==> config.mk <==
export PLATFORM = sky130hd
export DESIGN_NAME = pipe_hazard_ctrl
export DESIGN_NICKNAME = d
export VERILOG_FILES = /design/src/rtl/pipe_hazard_ctrl.sv
export SDC_FILE = /design/constraint.sdc
export NUM_CORES = 1
export LEC_CHECK = 0
export BUFFER_PORTS_ARGS = -buffer_cell sky130_fd_sc_hd__buf_2
export CAP_MARGIN = 20
export CORE_MARGIN = 3
export CORE_UTILIZATION = 47
export DETAILED_ROUTE_END_ITERATION = 8
export PLACE_DENSITY = 0.86
export SLEW_MARGIN = 30
export SYNTH_ARGS = -nofsm -noshare
export SYNTH_HDL_FRONTEND = slang
export SYNTH_SLANG_ARGS = --single-unit
export TNS_END_PERCENT = 10
==> constraint.sdc <==
create_clock -name clk -period 2.05 [get_ports clk]
set_input_delay 0.41 -clock clk [delete_from_list [all_inputs] [get_ports clk]]
set_output_delay 0.41 -clock clk [all_outputs]
set_load 0.02 [all_outputs]
==> src/rtl/pipe_hazard_ctrl.sv <==
// pipe_hazard_ctrl: stall/flush sequencer for a 5-stage MIPS pipeline.
// Combinational pipeline-register controls come from the FSM state and the
// hazard inputs. Event counters and the sticky error flag are registered.
module pipe_hazard_ctrl #(
    parameter int MEM_TIMEOUT = 16,
    parameter int CNT_W       = 16
) (
    input  logic             clk,
    input  logic             reset,
    input  logic [4:0]       id_rs,
    input  logic [4:0]       id_rt,
    input  logic             id_usesRt,
    input  logic             idex_memRead,
    input  logic [4:0]       idex_rt,
    input  logic             exmem_memRead,
    input  logic             exmem_memWrite,
    input  logic             dmem_ready,
    input  logic             branch_taken,
    output logic             pc_en,
    output logic             ifid_en,
    output logic             ifid_flush,
    output logic             idex_en,
    output logic             idex_flush,
    output logic             exmem_en,
    output logic             memwb_flush,
    output logic             dmem_req,
    output logic             mem_error,
    output logic [CNT_W-1:0] stall_count,
    output logic [CNT_W-1:0] wait_count,
    output logic [CNT_W-1:0] flush_count
);

    // Wide enough to hold MEM_TIMEOUT itself.
    localparam int WC_W = (MEM_TIMEOUT < 1) ? 1 : $clog2(MEM_TIMEOUT + 1);

    typedef enum logic [1:0] {
        RUN      = 2'd0,
        MEM_WAIT = 2'd1,
        ERR      = 2'd2
    } state_t;

    state_t          state_q, state_d;
    logic [WC_W-1:0] wait_cnt_q, wait_cnt_d;
    logic            mem_error_q, mem_error_d;
    logic            mem_acc;
    logic            load_use;
    logic            freeze;
    logic            apply_rules;
    // Counter increment strobes: [0] load-use stall, [1] memory wait, [2] branch flush.
    logic [2:0]      cnt_inc;

    assign mem_acc  = exmem_memRead | exmem_memWrite;
    assign load_use = idex_memRead && (idex_rt != 5'd0) &&
                      ((idex_rt == id_rs) || (id_usesRt && (idex_rt == id_rt)));

    // Next-state logic and same-cycle pipeline controls, in priority order.
    always_comb begin
        state_d     = state_q;
        wait_cnt_d  = wait_cnt_q;
        mem_error_d = mem_error_q;
        freeze      = 1'b0;
        apply_rules = 1'b0;
        cnt_inc     = 3'b000;
        dmem_req    = 1'b0;
        pc_en       = 1'b1;
        ifid_en     = 1'b1;
        idex_en     = 1'b1;
        exmem_en    = 1'b1;
        ifid_flush  = 1'b0;
        idex_flush  = 1'b0;
        memwb_flush = 1'b0;

        case (state_q)
            RUN: begin
                if (mem_acc) begin
                    dmem_req = 1'b1;
                    if (dmem_ready) begin
                        apply_rules = 1'b1;
                    end else begin
                        freeze     = 1'b1;
                        state_d    = MEM_WAIT;
                        wait_cnt_d = WC_W'(1);
                        cnt_inc[1] = 1'b1;
                    end
                end else begin
                    apply_rules = 1'b1;
                end
            end
            MEM_WAIT: begin
                dmem_req = 1'b1;
                if (dmem_ready) begin
                    apply_rules = 1'b1;
                    state_d     = RUN;
                    wait_cnt_d  = '0;
                end else begin
                    freeze = 1'b1;
                    if (wait_cnt_q == WC_W'(MEM_TIMEOUT)) begin
                        state_d     = ERR;
                        mem_error_d = 1'b1;
                    end else begin
                        wait_cnt_d = wait_cnt_q + WC_W'(1);
                        cnt_inc[1] = 1'b1;
                    end
                end
            end
            ERR: begin
                freeze      = 1'b1;
                mem_error_d = 1'b1;
            end
            default: begin
                state_d = RUN;
            end
        endcase

        if (freeze) begin
            pc_en       = 1'b0;
            ifid_en     = 1'b0;
            idex_en     = 1'b0;
            exmem_en    = 1'b0;
            memwb_flush = 1'b1;
        end else if (apply_rules) begin
            if (branch_taken) begin
                // The dependent instruction is squashed, so a load-use hit is moot.
                ifid_flush = 1'b1;
                idex_flush = 1'b1;
                cnt_inc[2] = 1'b1;
            end else if (load_use) begin
                pc_en      = 1'b0;
                ifid_en    = 1'b0;
                idex_flush = 1'b1;
                cnt_inc[0] = 1'b1;
            end
        end

        // Reset holds the whole pipeline cleared and idle.
        if (reset) begin
            pc_en       = 1'b0;
            ifid_en     = 1'b0;
            idex_en     = 1'b0;
            exmem_en    = 1'b0;
            ifid_flush  = 1'b1;
            idex_flush  = 1'b1;
            memwb_flush = 1'b1;
            dmem_req    = 1'b0;
            cnt_inc     = 3'b000;
        end
    end

    // FSM state, wait counter and sticky error flag registers.
    always_ff @(posedge clk) begin
        if (reset) begin
            state_q     <= RUN;
            wait_cnt_q  <= '0;
            mem_error_q <= 1'b0;
        end else begin
            state_q     <= state_d;
            wait_cnt_q  <= wait_cnt_d;
            mem_error_q <= mem_error_d;
        end
    end

    assign mem_error = mem_error_q;

    // Three identical saturating event counters.
    for (genvar gi = 0; gi < 3; gi++) begin : g_cnt
        logic [CNT_W-1:0] cnt_q, cnt_d;

        // Increment unless already at the all-ones ceiling.
        always_comb begin
            cnt_d = cnt_q;
            if (cnt_inc[gi] && (cnt_q != {CNT_W{1'b1}})) begin
                cnt_d = cnt_q + CNT_W'(1);
            end
        end

        // Counter register.
        always_ff @(posedge clk) begin
            if (reset) begin
                cnt_q <= '0;
            end else begin
                cnt_q <= cnt_d;
            end
        end
    end

    assign stall_count = g_cnt[0].cnt_q;
    assign wait_count  = g_cnt[1].cnt_q;
    assign flush_count = g_cnt[2].cnt_q;

endmodule

# ---- After elaboration in Yosys (flattened, before gate mapping)
# Index checks and enable logic that the tools add are counted.
dict set report totals {
  ff_bits 56
  latch_bits 0
  ram_bits 0
  romBits 0
  input_bits 23
  out_inout_bits 57
  elab_cells 87
  mem_count 0
}
dict set report classes {
  addsub 4
  n_mul 0
  n_div 0
  n_lt_le_gt_ge 0
  n_eq_ne 14
  shift 0
  muxes 47
  bitwise 2
  reduce_logical 14
}
# cell n
set ops {}
lappend ops {{16-bit by 1-bit adder with 16-bit output (second input constant)} 3}
lappend ops {{16-bit != test (second input constant)} 3}
lappend ops {{1-bit two-way mux} 31}
lappend ops {{5-bit two-way mux} 4}
lappend ops {{5-bit equality test} 2}
lappend ops {{5-bit case mux with 2 select lines} 1}
lappend ops {{2-bit two-way mux} 4}
lappend ops {{2-bit != test (second input constant)} 4}
lappend ops {{1-bit case mux with 2 select lines} 4}
lappend ops {{4-bit AND reduction} 2}
lappend ops {{1-bit logical AND} 6}
lappend ops {{3-bit != test (second input constant)} 2}
lappend ops {{2-bit case mux with 3 select lines} 1}
lappend ops {{5-bit by 1-bit adder with 5-bit output (second input constant)} 1}
lappend ops {{5-bit equality test (second input constant)} 1}
lappend ops {{5-bit nonzero test} 1}
lappend ops {{2-bit nonzero test} 2}
lappend ops {{3-bit two-way mux} 1}
lappend ops {{1-bit case mux with 3 select lines} 1}
lappend ops {{3-bit AND reduction} 1}
lappend ops {{2-bit by 1-bit equality test with 1-bit output (second input constant)} 1}
lappend ops {{2-bit equality test (second input constant)} 1}
lappend ops {{2-bit logical NOT} 1}
lappend ops {{1-bit logical OR} 1}
lappend ops {{other kinds (2)} 2}

# ---- Longest topological paths before layout
dict set report depth {
  ltp_word 10
  ltp_mapped 9
}

# ---- Worst setup path after synthesis
# Ideal clock, no wire load.
dict set report synth_path {
  kind {input to output}
  from {input dmem_ready}
  to {output pc_en}
  arrival_time_ns 2.605
  slack_ns -0.965
  stages 8
  path_buffers 3
  cell_sequence {clkbuf_1 or2_0 buf_2 nor2_1 nor3_1 inv_1 a31oi_1 buf_4}
}
dict set report synth_between {
  elab_chain_len 6
  elab_cells_between_ends 9
}
# element line_no
set synth_rtl {}
lappend synth_rtl {{start, declared} 17} ;# input logic dmem_ready,
lappend synth_rtl {{1-bit two-way mux} {77, 91}}
lappend synth_rtl {{1-bit two-way mux} 75} ;# if (mem_acc) begin
lappend synth_rtl {{1-bit case mux with 2 select lines} 73} ;# case (state_q)
lappend synth_rtl {{1-bit two-way mux} --}
lappend synth_rtl {{1-bit two-way mux * (2 in a row)} --}
lappend synth_rtl {{end, declared} 19} ;# output logic pc_en,
# Mark *: on every way between the ends. The rest lies on a longest branch, timed or not.

# ---- Worst setup path after layout
dict set report layout_path {
  from {input idex_rt[4]}
  to {output pc_en}
}
dict set report layout_between {
  elab_chain_len 9
  elab_cells_between_ends 12
}
# element line_no
set layout_rtl {}
lappend layout_rtl {{start, declared} 14} ;# input logic [4:0] idex_rt,
lappend layout_rtl {{5-bit equality test} 54} ;# ((idex_rt == id_rs) || (id_usesRt && (idex_rt == id_rt)));
lappend layout_rtl {{1-bit logical AND} 54}
lappend layout_rtl {{1-bit logical OR} 54}
lappend layout_rtl {{1-bit logical AND *} 53} ;# assign load_use = idex_memRead && (idex_rt != 5'd0) &&
lappend layout_rtl {{1-bit two-way mux *} 127} ;# end else if (load_use) begin
lappend layout_rtl {{1-bit two-way mux *} 122} ;# if (branch_taken) begin
lappend layout_rtl {{1-bit two-way mux *} 121} ;# end else if (apply_rules) begin
lappend layout_rtl {{1-bit two-way mux *} 115} ;# if (freeze) begin
lappend layout_rtl {{1-bit two-way mux *} 136} ;# if (reset) begin
# Marks and branches as above.

==> flow_metrics.tcl <==
set metrics [dict create \
    worst_r2r_endpoint "wait_count[10]$_SDFFE_PP0P_" \
    relSlewSlack_pct 64.2 \
    cts_tree "done" \
    io_buffers 79 \
    postSynthAreaPerCell_um2 8.46 \
    clkLatencyLatePin_ns 0.30 \
    hold_class "primary input to flip-flop" \
    nets 478 \
    dieWidth_um 84.2 \
    cts.clk_slew.worst_paths_ns 0.09 \
    synthesis.area_um2 2880 \
    track_usage_pct 20.4 \
    seq_area_um2 1120 \
    hold_start "reset" \
    finalHoldWorstSlack_ns 0.471 \
    grt_max_degree 54 \
    rsz0062_at_grt "true" \
    clk_path_buf_depth 2 \
    irDropWorstVdd_mv 0.346 \
    setup_ws_ns 0.0114 \
    period_minus_slack_ns 2.04 \
    crit_type "primary input to output pin" \
    period_share_pct 99.4 \
    gp_congestion 0.884 \
    drc_errors 0 \
    synth.top_cell.area_share_pct 39.0 \
    num_rows 27 \
    overflow 0 \
    ant_nets 0 \
    tightest_slew_ns 0.537 \
    fillers 455 \
    ys_warn_count 0 \
    ys_top_cells_by_count "dfxtp_1 (56), nor2_1 (50), nand2_1 (26)" \
    reg2reg_depth 9 \
    hold_viol 0 \
    synth.area.top_cells "dfxtp_1 (39%), nor2_1 (6.5%), xnor2_1 (5.8%)" \
    grt_antenna_before_repair 0 \
    power_density_nw_per_um2 524 \
    drive_gt1_share_pct 33.5 \
    cts-root-buf "clkbuf_8" \
    holdPathEnd "state_q[1]$_SDFFE_PP0P_" \
    cts_sinks 56 \
    die-area_um2 7090 \
    outcome "complete, no violations" \
    core-area_um2 5710 \
    final-setup-viol-count 0 \
    firstDrtPassIters 4 \
    fmax_mhz 491 \
    dp_worst_setup_slack_ns -0.0977 \
    io_pins 80 \
    chipHeight_um 84.2 \
    cp-start-kind "primary input" \
    async_flop_share_pct 0 \
    synth_cell_type_count 55 \
    synthCells 340 \
    yosysSeqAreaShare_pct 39.0 \
    total_power_mw 2.00 \
    initial_utilization_pct 50.4 \
    viasPerCell 5.44 \
    initialDrtViolationCount 215 \
    fin_skew_ns 0.00800 \
    leakage_nw 1.62 \
    grt_pass1_vias 2640 \
    area_growth_syn_to_layout_pct 32.8 \
    yosysTopAreaCell "dfxtp_1" \
    crit_path_end_kind "output pin" \
    drv_slew 0 \
    vias 2845 \
    grt_pass1_wl_um 12300 \
    drv_cap 0 \
    synth-main-ff-cell "dfxtp_1" \
    final_core_util_pct 66.9 \
    synth-seq-cells 56 \
    antenna_cells 0 \
    dp_hpwl_um 5340 \
    finish.instance_area_um2 3820 \
    cp_max_fo 3 \
    synth_edf_count 0 \
    htree_num_levels 2 \
    whs_path_depth 3 \
    synth.most_common_cell "dfxtp_1" \
    crit_required_ns 1.64 \
    wire_per_inst_um 14.2 \
    multi_input_area_um2 1750 \
    routed_wl_um 7430 \
    post_dp_cell_area_um2 3530 \
    r2r_start "wait_cnt_q[1]$_SDFFE_PP0P_" \
    cts_buffers 5 \
    cp.arrival_ns 1.63 \
    synth_fp_nets 368 \
    rrSetupSlack_ns 0.07 \
]
worst max path at each step:
stage                            startpoint          to  slack (ns)
global placement              exmem_memRead  idex_flush       -0.09
finish                           idex_rt[4]       pc_en        0.01
global route        state_q[0]$_SDFFE_PP0P_  idex_flush       -0.05
CTS                 state_q[0]$_SDFFE_PP0P_       pc_en       -0.02
detailed placement            exmem_memRead  idex_flush        -0.1
floorplan                     exmem_memRead       pc_en       -0.10
where the power goes:
part	total, mW	internal, mW	leakage (nW)	switching [mW]
Combinational	0.276	0.135	1.12	0.142
Sequential	1.11	1.10	0.453	0.00923
Clock	0.618	0.271	0.0510	0.347
Total	2.00	1.50	1.62	0.498
stage by stage:
step                      instances  setup TNS [ns]
after floorplan                 340          -0.104
after global placement          504          -0.231
after detailed placement        504          -0.314
after CTS                       518         -0.0429
after global routing            523          -0.367
final                           523               0
state kept, by name, indices dropped and copies added (netlist names):
register and flops:
flush_count 16, stall_count 16, state_q 2, wait_count 16, mem_error 1, wait_cnt_q 5
logic make-up after synthesis:
family                   Yosys count  share of synthesized area, %
XOR/XNOR                          37                          11.3
AO/OA/AOI/OAI                     48                          11.8
AND/OR/NAND/NOR                  162                          29.0
flip-flops                        56                          39.0
adder cells (fa/ha/maj)            5                          2.17
multiplexers                       8                          2.83
buffers and inverters             24                          3.96
cells in the final DEF, fill, tap and decap left out, drive strengths merged, types with 4 or more instances in the layout:
| cell type | n |
|---|---|
| or3 | 10 |
| and2 | 6 |
| clkbuf | 6 |
| ha | 5 |
| xor2 | 18 |
| nor3 | 11 |
| mux2i | 7 |
| o21ai | 14 |
| or4 | 4 |
| a21oi | 15 |
| and3 | 4 |
| inv | 10 |
| nand2 | 26 |
| buf | 117 |
| xnor2 | 19 |
| nand4 | 17 |
| nand3 | 14 |
| nor2 | 50 |
| dfxtp | 56 |
layout make-up:
class	instances	share of cell area [%]
multi-input cells	260	45.8
flip-flops and latches	56	29.4
repair buffers	117	19.0
well taps	72	2.36
clock buffers	6	2.16
inverters	10	0.982
clock inverters	2	0.262
metal layers:
| layer | routed length, um | track usage, % | vias to the layer above |
|---|---|---|---|
| met3 | 457 | 4.22 | 5 |
| met2 | 3760 | 36.0 | 85 |
| li1 | - | - | 1405 |
| met5 | 0 | 0 | - |
| met1 | 3180 | 26.0 | 1350 |
| met4 | 34 | 3.80 | 0 |
worst max-delay path: stages:
cell     delay (ns)
buf_8          0.10
or4_4          0.54
o21ai_4        0.17
nor3b_4        0.07
a31oi_4        0.19
buf_6          0.14
timing repair:
item,in CTS,in global routing
cloned,0,0
pin swaps,10,10
hold buffers,0,0
setup buffers,6,5
endpoints found under the setup margin,6,21
gates resized for setup,17,15
(Power assumes the default switching activity.)
